## config.mk

```make
export PLATFORM = sky130hd
export DESIGN_NAME = std_mem_d2_rr_arbiter
export DESIGN_NICKNAME = d
export VERILOG_FILES = /design/src/rtl/std_mem_arb_pkg.sv /design/src/rtl/std_mem_d2_rr_arbiter_rr_pick.sv /design/src/rtl/std_mem_d2_rr_arbiter.sv
export SDC_FILE = /design/constraint.sdc
export NUM_CORES = 1
export LEC_CHECK = 0
export CAP_MARGIN = 20
export CORE_ASPECT_RATIO = 1.75
export CORE_MARGIN = 2
export CORE_UTILIZATION = 35
export DETAILED_ROUTE_END_ITERATION = 12
export PLACE_DENSITY_LB_ADDON = 0.05
export SLEW_MARGIN = 20
export SYNTH_ARGS = -nofsm -noshare
export SYNTH_HDL_FRONTEND = slang
export SYNTH_SLANG_ARGS = --single-unit
```

## constraint.sdc

```tcl
create_clock -name clk -period 1.65 [get_ports clk]
set_input_delay 0.2475 -clock clk [delete_from_list [all_inputs] [get_ports clk]]
set_output_delay 0.2475 -clock clk [all_outputs]
set_load 0.03 [all_outputs]
```

## src/rtl/std_mem_arb_pkg.sv

```systemverilog
// Shared types and helpers for the std_mem_d2 round-robin arbiter.
package std_mem_arb_pkg;

    typedef enum logic [2:0] {
        IDLE    = 3'd0,
        RD      = 3'd1,
        WR      = 3'd2,
        WR_WAIT = 3'd3,
        RESP    = 3'd4
    } arb_state_e;

    // Index width for NREQ requesters; never less than 1 bit.
    function automatic int clog2_nreq(input int n);
        int r;
        r = 0;
        while ((1 << r) < n) r++;
        return (r < 1) ? 1 : r;
    endfunction

endpackage

```

## src/rtl/std_mem_d2_rr_arbiter_rr_pick.sv

```systemverilog
// Combinational round-robin picker: first set request at or after ptr, wrapping mod NREQ.
module rr_pick
    import std_mem_arb_pkg::*;
#(
    parameter int NREQ = 2,
    localparam int IW = clog2_nreq(NREQ)
) (
    input  logic [NREQ-1:0] req,
    input  logic [IW-1:0]   ptr,
    output logic [IW-1:0]   grant_idx,
    output logic            any
);

    logic [IW:0]   sum;
    logic [IW-1:0] cand;

    always_comb begin
        grant_idx = '0;
        any       = 1'b0;
        sum       = '0;
        cand      = '0;
        for (int unsigned i = 0; i < NREQ; i++) begin
            sum = {1'b0, ptr} + (IW+1)'(i);
            if (sum >= (IW+1)'(NREQ)) sum = sum - (IW+1)'(NREQ);
            cand = sum[IW-1:0];
            if (!any && req[cand]) begin
                any       = 1'b1;
                grant_idx = cand;
            end
        end
    end

endmodule

```

## src/rtl/std_mem_d2_rr_arbiter.sv

```systemverilog
// Round-robin arbiter sharing one std_mem_d2 between NREQ go/done requesters.
module std_mem_d2_rr_arbiter
    import std_mem_arb_pkg::*;
#(
    parameter int WIDTH       = 32,
    parameter int D0_SIZE     = 16,
    parameter int D1_SIZE     = 16,
    parameter int D0_IDX_SIZE = 4,
    parameter int D1_IDX_SIZE = 4,
    parameter int NREQ        = 2
) (
    input  logic                        clk,
    input  logic                        reset,
    input  logic [NREQ-1:0]             req_go,
    input  logic [NREQ-1:0]             req_write_en,
    input  logic [NREQ*D0_IDX_SIZE-1:0] req_addr0,
    input  logic [NREQ*D1_IDX_SIZE-1:0] req_addr1,
    input  logic [NREQ*WIDTH-1:0]       req_write_data,
    output logic [NREQ-1:0]             req_done,
    output logic                        req_oob,
    output logic [WIDTH-1:0]            read_data,
    output logic [D0_IDX_SIZE-1:0]      mem_addr0,
    output logic [D1_IDX_SIZE-1:0]      mem_addr1,
    output logic [WIDTH-1:0]            mem_write_data,
    output logic                        mem_write_en,
    input  logic [WIDTH-1:0]            mem_read_data,
    input  logic                        mem_done
);

    localparam int IW = clog2_nreq(NREQ);

    arb_state_e state, state_nxt;

    logic [IW-1:0]          rr_ptr, idx, pick_idx;
    logic                   pick_any;
    logic                   lat_we, lat_oob;
    logic [D0_IDX_SIZE-1:0] lat_a0, sel_a0;
    logic [D1_IDX_SIZE-1:0] lat_a1, sel_a1;
    logic [WIDTH-1:0]       lat_wd, sel_wd;
    logic                   sel_we, sel_oob;

    rr_pick #(.NREQ(NREQ)) u_pick (
        .req       (req_go),
        .ptr       (rr_ptr),
        .grant_idx (pick_idx),
        .any       (pick_any)
    );

    assign sel_a0  = req_addr0[pick_idx*D0_IDX_SIZE +: D0_IDX_SIZE];
    assign sel_a1  = req_addr1[pick_idx*D1_IDX_SIZE +: D1_IDX_SIZE];
    assign sel_wd  = req_write_data[pick_idx*WIDTH +: WIDTH];
    assign sel_we  = req_write_en[pick_idx];
    assign sel_oob = (32'(sel_a0) >= 32'(D0_SIZE)) || (32'(sel_a1) >= 32'(D1_SIZE));

    always_ff @(posedge clk) begin
        if (reset) begin
            state     <= IDLE;
            rr_ptr    <= '0;
            idx       <= '0;
            lat_we    <= 1'b0;
            lat_oob   <= 1'b0;
            lat_a0    <= '0;
            lat_a1    <= '0;
            lat_wd    <= '0;
            read_data <= '0;
        end else begin
            state <= state_nxt;
            if (state == IDLE && pick_any) begin
                idx     <= pick_idx;
                lat_we  <= sel_we;
                lat_oob <= sel_oob;
                lat_a0  <= sel_a0;
                lat_a1  <= sel_a1;
                lat_wd  <= sel_wd;
            end
            if (state == RD) read_data <= mem_read_data;
            if (state == RESP) rr_ptr <= (idx == IW'(NREQ-1)) ? '0 : idx + 1'b1;
        end
    end

    always_comb begin
        state_nxt      = state;
        req_done       = '0;
        req_oob        = 1'b0;
        mem_addr0      = '0;
        mem_addr1      = '0;
        mem_write_data = '0;
        mem_write_en   = 1'b0;
        // The memory sees the latched request in every state except IDLE.
        if (state != IDLE) begin
            mem_addr0      = lat_a0;
            mem_addr1      = lat_a1;
            mem_write_data = lat_wd;
        end
        case (state)
            IDLE: begin
                if (pick_any) begin
                    if (sel_oob)     state_nxt = RESP;
                    else if (sel_we) state_nxt = WR;
                    else             state_nxt = RD;
                end
            end
            RD:      state_nxt = RESP;
            WR: begin
                mem_write_en = 1'b1;
                state_nxt    = WR_WAIT;
            end
            WR_WAIT: if (mem_done) state_nxt = RESP;
            RESP: begin
                req_done[idx] = 1'b1;
                req_oob       = lat_oob;
                state_nxt     = IDLE;
            end
            default: state_nxt = IDLE;
        endcase
    end

endmodule
```

==> impl_metrics.ini, run 1 <==
[finish]
area.growth.synth_to_final_pct = 73.2
fin_util_pct = 62.1
antennaDiodeCount = 0
layout-drive-gt1-share_pct = 18.0
final_nets = 750

[worst_setup_path]
regToRegStartpoint = state[2]$_SDFFE_PP0P_
flop2flop_setup_slack_ns = -0.09
crit_path_start = state[2]$_SDFFE_PP0P_
worstPathMaxFanout = 13
crit_path_start_kind = flip-flop
arrival_ns = 1.59
kind_of_capture_point_of_the_worst_setup_path = output port
worstPathRequired_ns = 1.40
path_class = reg -> out

[logic_synthesis]
synth.top_cells.by_area = dfxtp_1 (44%), a222oi_1 (11%), inv_1 (8.6%)
synth_top_area_share_pct = 43.7
synth-edff-count = 0
ys_async_sr_fraction_pct = 0
synth-seq-cells = 77
yosysMostFrequentCell = inv_1
yosys_most_used_dff = dfxtp_1
library_cell_occupying_the_most_area_in_the_post_synthesis_netlist = dfxtp_1
syn-mean-instance-area_um2 = 8.01
syn_inst = 441
post_synthesis_sequential_area_ratio_pct = 43.7
netlist_top_cells_count = inv_1 (81), dfxtp_1 (77), nand2_1 (66)
synth-warning-count = 0
syn-num-nets = 560
synthesis.area_mm2 = 0.00353
synth_cell_type_count = 30

[route]
antenna_left = 0
routed_wl_mm = 11.0
detailedRoute.firstIterationViolations = 284
via_count = 3632
drc_violation_count_after_routing = 0
wire_per_inst_um = 14.5
vias_per_cell = 4.78
drt_pre_antenna_iters = 6

[status]
failed_checks = negative setup slack
result_of_the_run = finished with violations

[worst_hold_path]
min_path_type = in -> reg
worst_hold_startpoint = reset

[floorplanning]
initial_core_util_pct = 35.8
core_area_mm2 = 0.00985
floorplan.io_pins = 195
die_area_mm2 = 0.0109
placementRows = 48
die-height_um = 137
die_x_um = 79.9

[clock_network]
clock_tree_from_tritoncts = yes
holdBufCountCts = 0
cts.htree.levels = 3
ctsRootBufferMaster = clkbuf_16
clock_latency_of_the_later_clocked_register_in_the_worst_skew_pair_ns = 0.32
numClockSinks = 77
clk_transition_reported_paths_ns = 0.06
numCtsBuffers = 9
cts.path.max_buffers = 2

[power]
leakagePower_nw = 2.77
power_mw = 6.39
clkPwrFrac_pct = 32.6
net_switching_fraction_of_the_power_pct = 29.2
vdd_drop_max_mv = 0.703
power-per-cell-area_mw_per_mm2 = 1050
p_sw_mw = 1.87
power_report.internal_total_mw = 4.52
power.combinational.fraction_pct = 32.3
power.share.sequential_pct = 35.1

[sta]
clock_skew_ns = 0.00609
final-setup-viol-count = 80
post_layout_minimum_cycle_time_ns = 1.83
grt_setup_unrepaired = yes
fmaxAchievable_mhz = 545
final.hold.worst_slack_ns = 0.427
final-max-slew-violation-count = 0
final_critical_path_setup_slack_ns = -0.183
period_share_pct = 111
hold_viol_final = 0

[grt]
gr-usage-all-layers_pct = 19.7
global_route_wire_length_before_repair_mm = 17.0
global_route_total_overflow = 0
grt_pass1_vias = 3574
initial_antenna_violation_count = 0
grt_start_max_net_pins = 77

[run]
maxCapViolations = 0

[place]
dpl.hpwl_mm = 7.61
post-place-ws_ns = -0.157
gp_congestion = 0.771
total_of_buffers_placed_on_input_and_output_ports = 193
through the flow:
| step | cells | cell area [um2] | TNS [ns] |
|---|---|---|---|
| 2_1_floorplan | 441 | 3530 | -4.78 |
| 3_3_place_gp | 742 | 5550 | -2.77 |
| 3_5_place_dp | 742 | 5550 | -4.18 |
| 4_1_cts | 757 | 6000 | -7.97 |
| 5_1_grt | 760 | 6120 | -12.03 |
| 6_report | 760 | 6120 | -8.44 |
final cells by class:
| class | instances | area (um2) |
|---|---|---|
| clock buffer | 11 | 243 |
| clock inverter | 4 | 72.6 |
| fill | 896 | 3730 |
| inverter | 81 | 304 |
| multi-input combinational | 247 | 1590 |
| sequential | 77 | 1540 |
| tap | 125 | 156 |
| timing repair buffer | 215 | 2210 |
critical path, cell delays in order, from the launching register on:
cell	delay [ns]
dfxtp_1	0.31
or3_4	0.44
buf_6	0.17
and2_1	0.17
buf_4	0.17
repair_timing:
item / 4_1_cts / 5_1_grt
gates cloned: 0 / 2
setup endpoints to repair: 80 / 82
pin swaps: 1 / 9
buffers inserted: 0 / 1
resized for setup: 35 / 30
layer usage:
metal | vias up | routed length (um) | GRT usage, %
li1 | 1813 | - | -
met1 | 1678 | 4180 | 22.6
met2 | 131 | 5880 | 33.8
met3 | 10 | 761 | 5.80
met4 | 0 | 191 | 7.91
met5 | - | 0 | 0
registers in the layout (all words and copies together), names as in the netlist:
name	cells
idx	1
read_data	32
state	3
rr_ptr	1
lat_wd	32
lat_a0	4
lat_a1	4
placed cells by master, fill, tap and decap left out, types with 2 or more instances in the layout:
master	netlist	routed
buf_4	1	26
a21bo_2	2	2
nand2b_1	42	42
clkbuf_16	0	10
nor3_1	4	3
and3_1	3	3
buf_6	5	30
nand2_1	66	66
a21boi_0	2	2
clkdlybuf4s50_1	0	149
and2_1	40	16
inv_1	81	81
bufinv_16	0	2
and2_4	0	24
a222oi_1	39	39
buf_12	0	7
dfxtp_1	77	77
a21oi_1	33	33
power by group through the flow:
stage          clock, mW  combinational, mW  sequential (mW)
4_1_cts             2.14               1.96             2.23
3_3_place_gp           0               1.83             2.26
5_1_grt             2.22               2.21             2.27
2_1_floorplan          0              0.919             2.35
6_report            2.09               2.07             2.24
3_5_place_dp           0               1.85             2.27
path summary, 6_finish.rpt:
kind | endpoint | cells past startpoint
min | read_data[12]$_SDFFE_PP0P_ | 3
max reg2reg | lat_wd[12]$_SDFFE_PP0P_ | 4
max | mem_write_data[21] | 4
min reg2reg | read_data[12]$_SDFFE_PP0P_ | 2
kinds of logic (layout without fill, tap and decap cells):
family / Yosys count / count (layout) / synth area share (%)
compound gates: 82 / 82 / 18.3
buf+inv: 117 / 311 / 13.7
flops: 77 / 77 / 43.7
other cells: 1 / 1 / 0.106
simple gates: 164 / 164 / 24.2
(Power assumes the default switching activity.)
==> inputs of run 2 (changes only) <==
--- a/config.mk
+++ b/config.mk
@@ -7,7 +7,6 @@
 export LEC_CHECK = 0
 export CAP_MARGIN = 20
 export CORE_ASPECT_RATIO = 1.75
-export CORE_MARGIN = 2
 export CORE_UTILIZATION = 35
 export DETAILED_ROUTE_END_ITERATION = 12
 export PLACE_DENSITY_LB_ADDON = 0.05
==> constraint.sdc (replaced) <==
create_clock -name clk -period 1.6 [get_ports clk]
set_input_delay 0.24 -clock clk [delete_from_list [all_inputs] [get_ports clk]]
set_output_delay 0.24 -clock clk [all_outputs]
set_load 0.03 [all_outputs]
==> run 2 against run 1 <==
Against the previous run: global-route usage grew 1.1 points; the flow still finishes with violations (negative setup slack); first-iteration DRC count decreased by 8.5%; total power increased by 2.7%; sequential share of layout area fell by 0.098 points; largest cell class unchanged; utilization increased by 0.24 points; critical endpoint unchanged; setup slack lost 0.030 ns; critical path type unchanged.
==> impl_metrics.ini, run 2 (synthesized netlist as in run 1, its figures left out) <==
[sta]
grt_setup_unrepaired = yes
period_share_pct = 113
final-max-slew-violation-count = 0
final_critical_path_setup_slack_ns = -0.213
clock_skew_ns = 0.00520
hold_viol_final = 0
fmaxAchievable_mhz = 551
final-setup-viol-count = 80
post_layout_minimum_cycle_time_ns = 1.81

[grt]
initial_antenna_violation_count = 0
grt_pass1_vias = 3571
gr-usage-all-layers_pct = 20.8
grt_start_max_net_pins = 48
global_route_wire_length_before_repair_mm = 17.1
global_route_total_overflow = 0

[worst_setup_path]
kind_of_capture_point_of_the_worst_setup_path = output port
cpMaxStageDelayCell = or3_4
regToRegStartpoint = state[1]$_SDFFE_PP0P_
crit_family = simple AND/OR/NAND/NOR gates
worstPathRequired_ns = 1.36
path_class = reg -> out
flop2flop_setup_slack_ns = -0.13
timing.rr.end = lat_wd[7]$_SDFFE_PP0P_
path_buf_inv = 2
cp_cell_sequence = or3_4, buf_12, and2_1, buf_6
arrival_ns = 1.57
crit_path_start_kind = flip-flop
worstPathMaxFanout = 21
r2r_cells = 4
critPathMaxStageDelay_ns = 0.44

[worst_hold_path]
whs_endpoint = read_data[11]$_SDFFE_PP0P_
min_path_type = reg -> reg
worst_hold_startpoint = read_data[11]$_SDFFE_PP0P_
worstHoldPathCells = 2

[power]
vdd_drop_max_mv = 0.634
leakagePower_nw = 3.17
power.combinational.fraction_pct = 32.1
net_switching_fraction_of_the_power_pct = 29.4
p_sw_mw = 1.93
power-per-cell-area_mw_per_mm2 = 1070
power_mw = 6.57
power_report.internal_total_mw = 4.63
clkPwrFrac_pct = 32.7
power.share.sequential_pct = 35.2

[clock_network]
ctsRootBufferMaster = clkbuf_16
cts.path.max_buffers = 2
clock_latency_of_the_later_clocked_register_in_the_worst_skew_pair_ns = 0.33
holdBufCountCts = 0
numCtsBuffers = 9
clk_transition_reported_paths_ns = 0.06
cts.htree.levels = 3
numClockSinks = 77
clock_tree_from_tritoncts = yes

[status]
failed_checks = negative setup slack
result_of_the_run = finished with violations

[route]
via_count = 3686
routed_wl_mm = 11.0
antenna_left = 0
wire_per_inst_um = 14.5
vias_per_cell = 4.89
drt_pre_antenna_iters = 5
drc_violation_count_after_routing = 0
detailedRoute.firstIterationViolations = 260

[finish]
largest_registers = lat_wd (32), read_data (32)
final.fill_count = 878
final_design_area_no_fill_mm2 = 0.00614
area.growth.synth_to_final_pct = 73.9
final_nets = 744
layout-drive-gt1-share_pct = 17.6
final_cell_mix = clkdlybuf4s50_1 (117), inv_1 (81), dfxtp_1 (77)
layout_commonest_cell = clkdlybuf4s50_1
antennaDiodeCount = 0

[place]
placed_cell_area_mm2 = 0.00552
gp_congestion = 0.741
total_of_buffers_placed_on_input_and_output_ports = 193
dpl.hpwl_mm = 7.50

[floorplanning]
floorplan.io_pins = 195
die-height_um = 135
core_area_mm2 = 0.00985
die_area_mm2 = 0.0105
placementRows = 48
initial_core_util_pct = 35.8
die_x_um = 77.9

[run]
maxCapViolations = 0
-- run 2: changes by cell type in the layout (fill, tap and decap cells not counted), moves of 10 or more --
| cell | previous run | this run |
|---|---|---|
| buf_4 | 26 | 11 |
| buf_6 | 30 | 40 |
| clkdlybuf4s50_1 | 149 | 117 |
| dlygate4sd2_1 | 0 | 12 |
| dlymetal6s2s_1 | 0 | 20 |
-- run 2: worst reg2reg max path, stage by stage (launching register included) --
cell and delay [ns]:
dfxtp_1 0.31, or3_4 0.44, or3_1 0.41, buf_12 0.20, a222oi_1 0.27
-- run 2: worst max-delay path by stage --
stage,start,endpoint,depth (start not counted)
floorplan,state[2]$_SDFFE_PP0P_,lat_wd[18]$_SDFFE_PP0P_,7
global placement,req_go[0],lat_wd[29]$_SDFFE_PP0P_,5
detailed placement,req_go[0],lat_wd[3]$_SDFFE_PP0P_,5
CTS,state[0]$_SDFFE_PP0P_,mem_write_data[11],4
global route,state[1]$_SDFFE_PP0P_,mem_write_data[2],4
finish,state[1]$_SDFFE_PP0P_,mem_write_data[21],4
-- run 2: layout make-up --
class                   instances  area, um2  area share [%]
multi-input cells             247       1590            25.9
inverters                      81        304            4.95
clock inverters                 5       75.1            1.22
well taps                     125        156            2.55
clock buffers                  10        239            3.89
repair buffers                209       2230            36.3
flip-flops and latches         77       1540            25.1
-- run 2: timing repair --
item	4_1_cts	5_1_grt
buffers inserted	0	0
setup endpoints to repair	92	102
pin swaps	0	9
cloned	1	0
resized for setup	77	29
-- run 2: per-stage QoR --
stage	utilization, %	setup slack (ns)	hold WS, ns	setup TNS [ns]	instances
final	62.3	-0.213	0.452	-11.65	754
after global placement	56.1	-0.109	0.442	-4.00	738
after floorplan	-	-0.171	0.376	-6.78	441
after CTS	61.6	-0.242	0.440	-12.79	754
after detailed placement	56.1	-0.179	0.448	-5.73	738
after global routing	62.3	-0.258	0.461	-15.69	754
-- run 2: power by group through the flow --
stage	Sequential, mW	Clock [mW]	Combinational (mW)
after floorplan	2.43	0	0.948
after global routing	2.35	2.29	2.25
final	2.31	2.15	2.11
after CTS	2.31	2.22	2.10
after global placement	2.33	0	1.87
after detailed placement	2.34	0	1.88
-- run 2: per-layer routing --
| layer | part of all wire [%] | vias up | GRT usage [%] |
|---|---|---|---|
| li1 | - | 1803 | - |
| met1 | 37 | 1711 | 22.5 |
| met2 | 54 | 155 | 38.0 |
| met3 | 6.4 | 17 | 5.00 |
| met4 | 2.3 | 0 | 8.85 |
| met5 | 0 | - | 0 |
==> inputs of run 3 (changes only) <==
--- a/config.mk
+++ b/config.mk
@@ -9,7 +9,7 @@
 export CORE_ASPECT_RATIO = 1.75
 export CORE_UTILIZATION = 35
 export DETAILED_ROUTE_END_ITERATION = 12
-export PLACE_DENSITY_LB_ADDON = 0.05
+export PLACE_DENSITY = 0.86
 export SLEW_MARGIN = 20
 export SYNTH_ARGS = -nofsm -noshare
 export SYNTH_HDL_FRONTEND = slang
==> run 3 against run 2 <==
Against the previous run: the run still ends with negative setup slack left; global-route usage fell by 0.64 points; sequential power barely moved; sequential cell count did not move; total power fell by 2.3%; first-iteration DRC count fell by 1.9%; largest power group unchanged.
==> impl_metrics.ini, run 3 (synthesized netlist as in run 1, its figures left out) <==
[status]
result_of_the_run = finished with violations
failed_checks = negative setup slack

[clock_network]
ctsRootBufferMaster = clkbuf_16
numCtsBuffers = 9
clock_latency_of_the_later_clocked_register_in_the_worst_skew_pair_ns = 0.33
cts.htree.levels = 3
numClockSinks = 77
post-cts-setup-buffers = 0
clock_tree_from_tritoncts = yes
cts.path.max_buffers = 2
clk_transition_reported_paths_ns = 0.06

[sta]
clock_skew_ns = 0.00995
final_critical_path_setup_slack_ns = -0.206
grt_setup_unrepaired = yes
setup-tns-final_ns = -10.81
final-setup-viol-count = 80
hold_viol_final = 0
period_share_pct = 113
final-max-slew-violation-count = 0
fmaxAchievable_mhz = 554
post_layout_minimum_cycle_time_ns = 1.81

[route]
drt_pre_antenna_iters = 6
routed_wl_mm = 10.8
wire_per_inst_um = 14.3
antenna_left = 0
detailedRoute.firstIterationViolations = 255
drc_violation_count_after_routing = 0
via_count = 3704
vias_per_cell = 4.92

[finish]
final.fill_count = 813
final_design_area_no_fill_mm2 = 0.00606
antennaDiodeCount = 0
layout_commonest_cell = clkdlybuf4s50_1
final_nets = 743
layout-drive-gt1-share_pct = 14.2
final_cell_mix = clkdlybuf4s50_1 (120), inv_1 (81), dfxtp_1 (76)
largest_registers = lat_wd (32), read_data (32)
area.growth.synth_to_final_pct = 71.5

[worst_setup_path]
arrival_ns = 1.57
regToRegStartpoint = state[0]$_SDFFE_PP0P_
path_class = reg -> out
worstPathMaxFanout = 42
timing.rr.end = lat_a0[0]$_SDFFE_PP0P_
crit_path_start = state[0]$_SDFFE_PP0P_
flop2flop_setup_slack_ns = -0.14
r2r_cells = 4
kind_of_capture_point_of_the_worst_setup_path = output port
crit_path_start_kind = flip-flop
crit_path_end = mem_write_data[6]
worstPathRequired_ns = 1.36

[place]
post-place-ws_ns = -0.175
dpl.hpwl_mm = 7.93
total_of_buffers_placed_on_input_and_output_ports = 193
placed_cell_area_mm2 = 0.00551
gp_congestion = 0.797

[floorplanning]
die-height_um = 135
die_x_um = 77.9
core_area_mm2 = 0.00985
floorplan.io_pins = 195
placementRows = 48
initial_core_util_pct = 35.8
die_area_mm2 = 0.0105

[worst_hold_path]
min_path_type = reg -> reg
worstHoldPathCells = 2

[grt]
grt_pass1_vias = 3791
initial_antenna_violation_count = 0
gr-usage-all-layers_pct = 20.2
global_route_total_overflow = 0
grt_start_max_net_pins = 43
global_route_wire_length_before_repair_mm = 16.9

[run]
maxCapViolations = 0

[power]
vdd_drop_max_mv = 0.972
power-per-cell-area_mw_per_mm2 = 1060
power_mw = 6.42
leakagePower_nw = 3.11
-- run 3: cell types whose count changed in the layout (fill, tap and decap cells not counted), moves of 2 or more --
| cell | change |
|---|---|
| clkinv_2 | -2 |
| and2_1 | +23 |
| clkinvlp_4 | +2 |
| dlygate4sd2_1 | -4 |
| clkdlybuf4s50_1 | +3 |
| and2_4 | -23 |
-- run 3: worst min path at each step --
stage / slack (ns) / start / endpoint
2_1_floorplan: 0.38 / mem_read_data[27] / read_data[27]$_SDFFE_PP0P_
3_3_place_gp: 0.44 / read_data[14]$_SDFFE_PP0P_ / read_data[14]$_SDFFE_PP0P_
3_5_place_dp: 0.45 / read_data[9]$_SDFFE_PP0P_ / read_data[9]$_SDFFE_PP0P_
4_1_cts: 0.44 / mem_read_data[14] / read_data[14]$_SDFFE_PP0P_
5_1_grt: 0.46 / mem_read_data[17] / read_data[17]$_SDFFE_PP0P_
6_report: 0.45 / read_data[4]$_SDFFE_PP0P_ / read_data[4]$_SDFFE_PP0P_
-- run 3: routing by layer --
metal / routed length [um] / share of wire [%] / global-route usage [%] / vias up
li1: - / - / - / 1797
met1: 3810 / 35 / 19.5 / 1743
met2: 6050 / 56 / 39.2 / 148
met3: 714 / 6.6 / 4.73 / 16
met4: 194 / 1.8 / 9.47 / 0
met5: 0 / 0 / 0 / -
-- run 3: repair_timing --
action                     4_1_cts  5_1_grt
hold buffers                     0        0
gates resized for setup         52       29
pin swaps                        5       13
setup endpoints to repair       88      103
-- run 3: cell type report --
cell class | instances | area, um2 | area share [%]
clock buffers | 9 | 225 | 3.72
clock inverters | 6 | 88.8 | 1.47
inverters | 81 | 304 | 5.02
multi-input cells | 247 | 1540 | 25.4
flip-flops and latches | 77 | 1540 | 25.5
well taps | 125 | 156 | 2.58
repair buffers | 208 | 2200 | 36.3
-- run 3: critical path: stages, from the launching register on --
cell,delay (ns)
dfxtp_2,0.32
or3_4,0.40
buf_12,0.18
and2_1,0.19
buf_6,0.14
-- run 3: stage by stage --
step / hold WS (ns) / util [%] / instances
4_1_cts: 0.444 / 60.7 / 753
6_report: 0.451 / 61.5 / 753
3_3_place_gp: 0.442 / 55.9 / 738
3_5_place_dp: 0.448 / 55.9 / 738
2_1_floorplan: 0.376 / - / 441
5_1_grt: 0.461 / 61.5 / 753
-- run 3: where the power goes --
part	internal (mW)	total, mW	switching [mW]
registers	2.19	2.31	0.123
clock network	1.36	2.11	0.754
logic	0.971	2.00	1.03
total	4.51	6.42	1.91
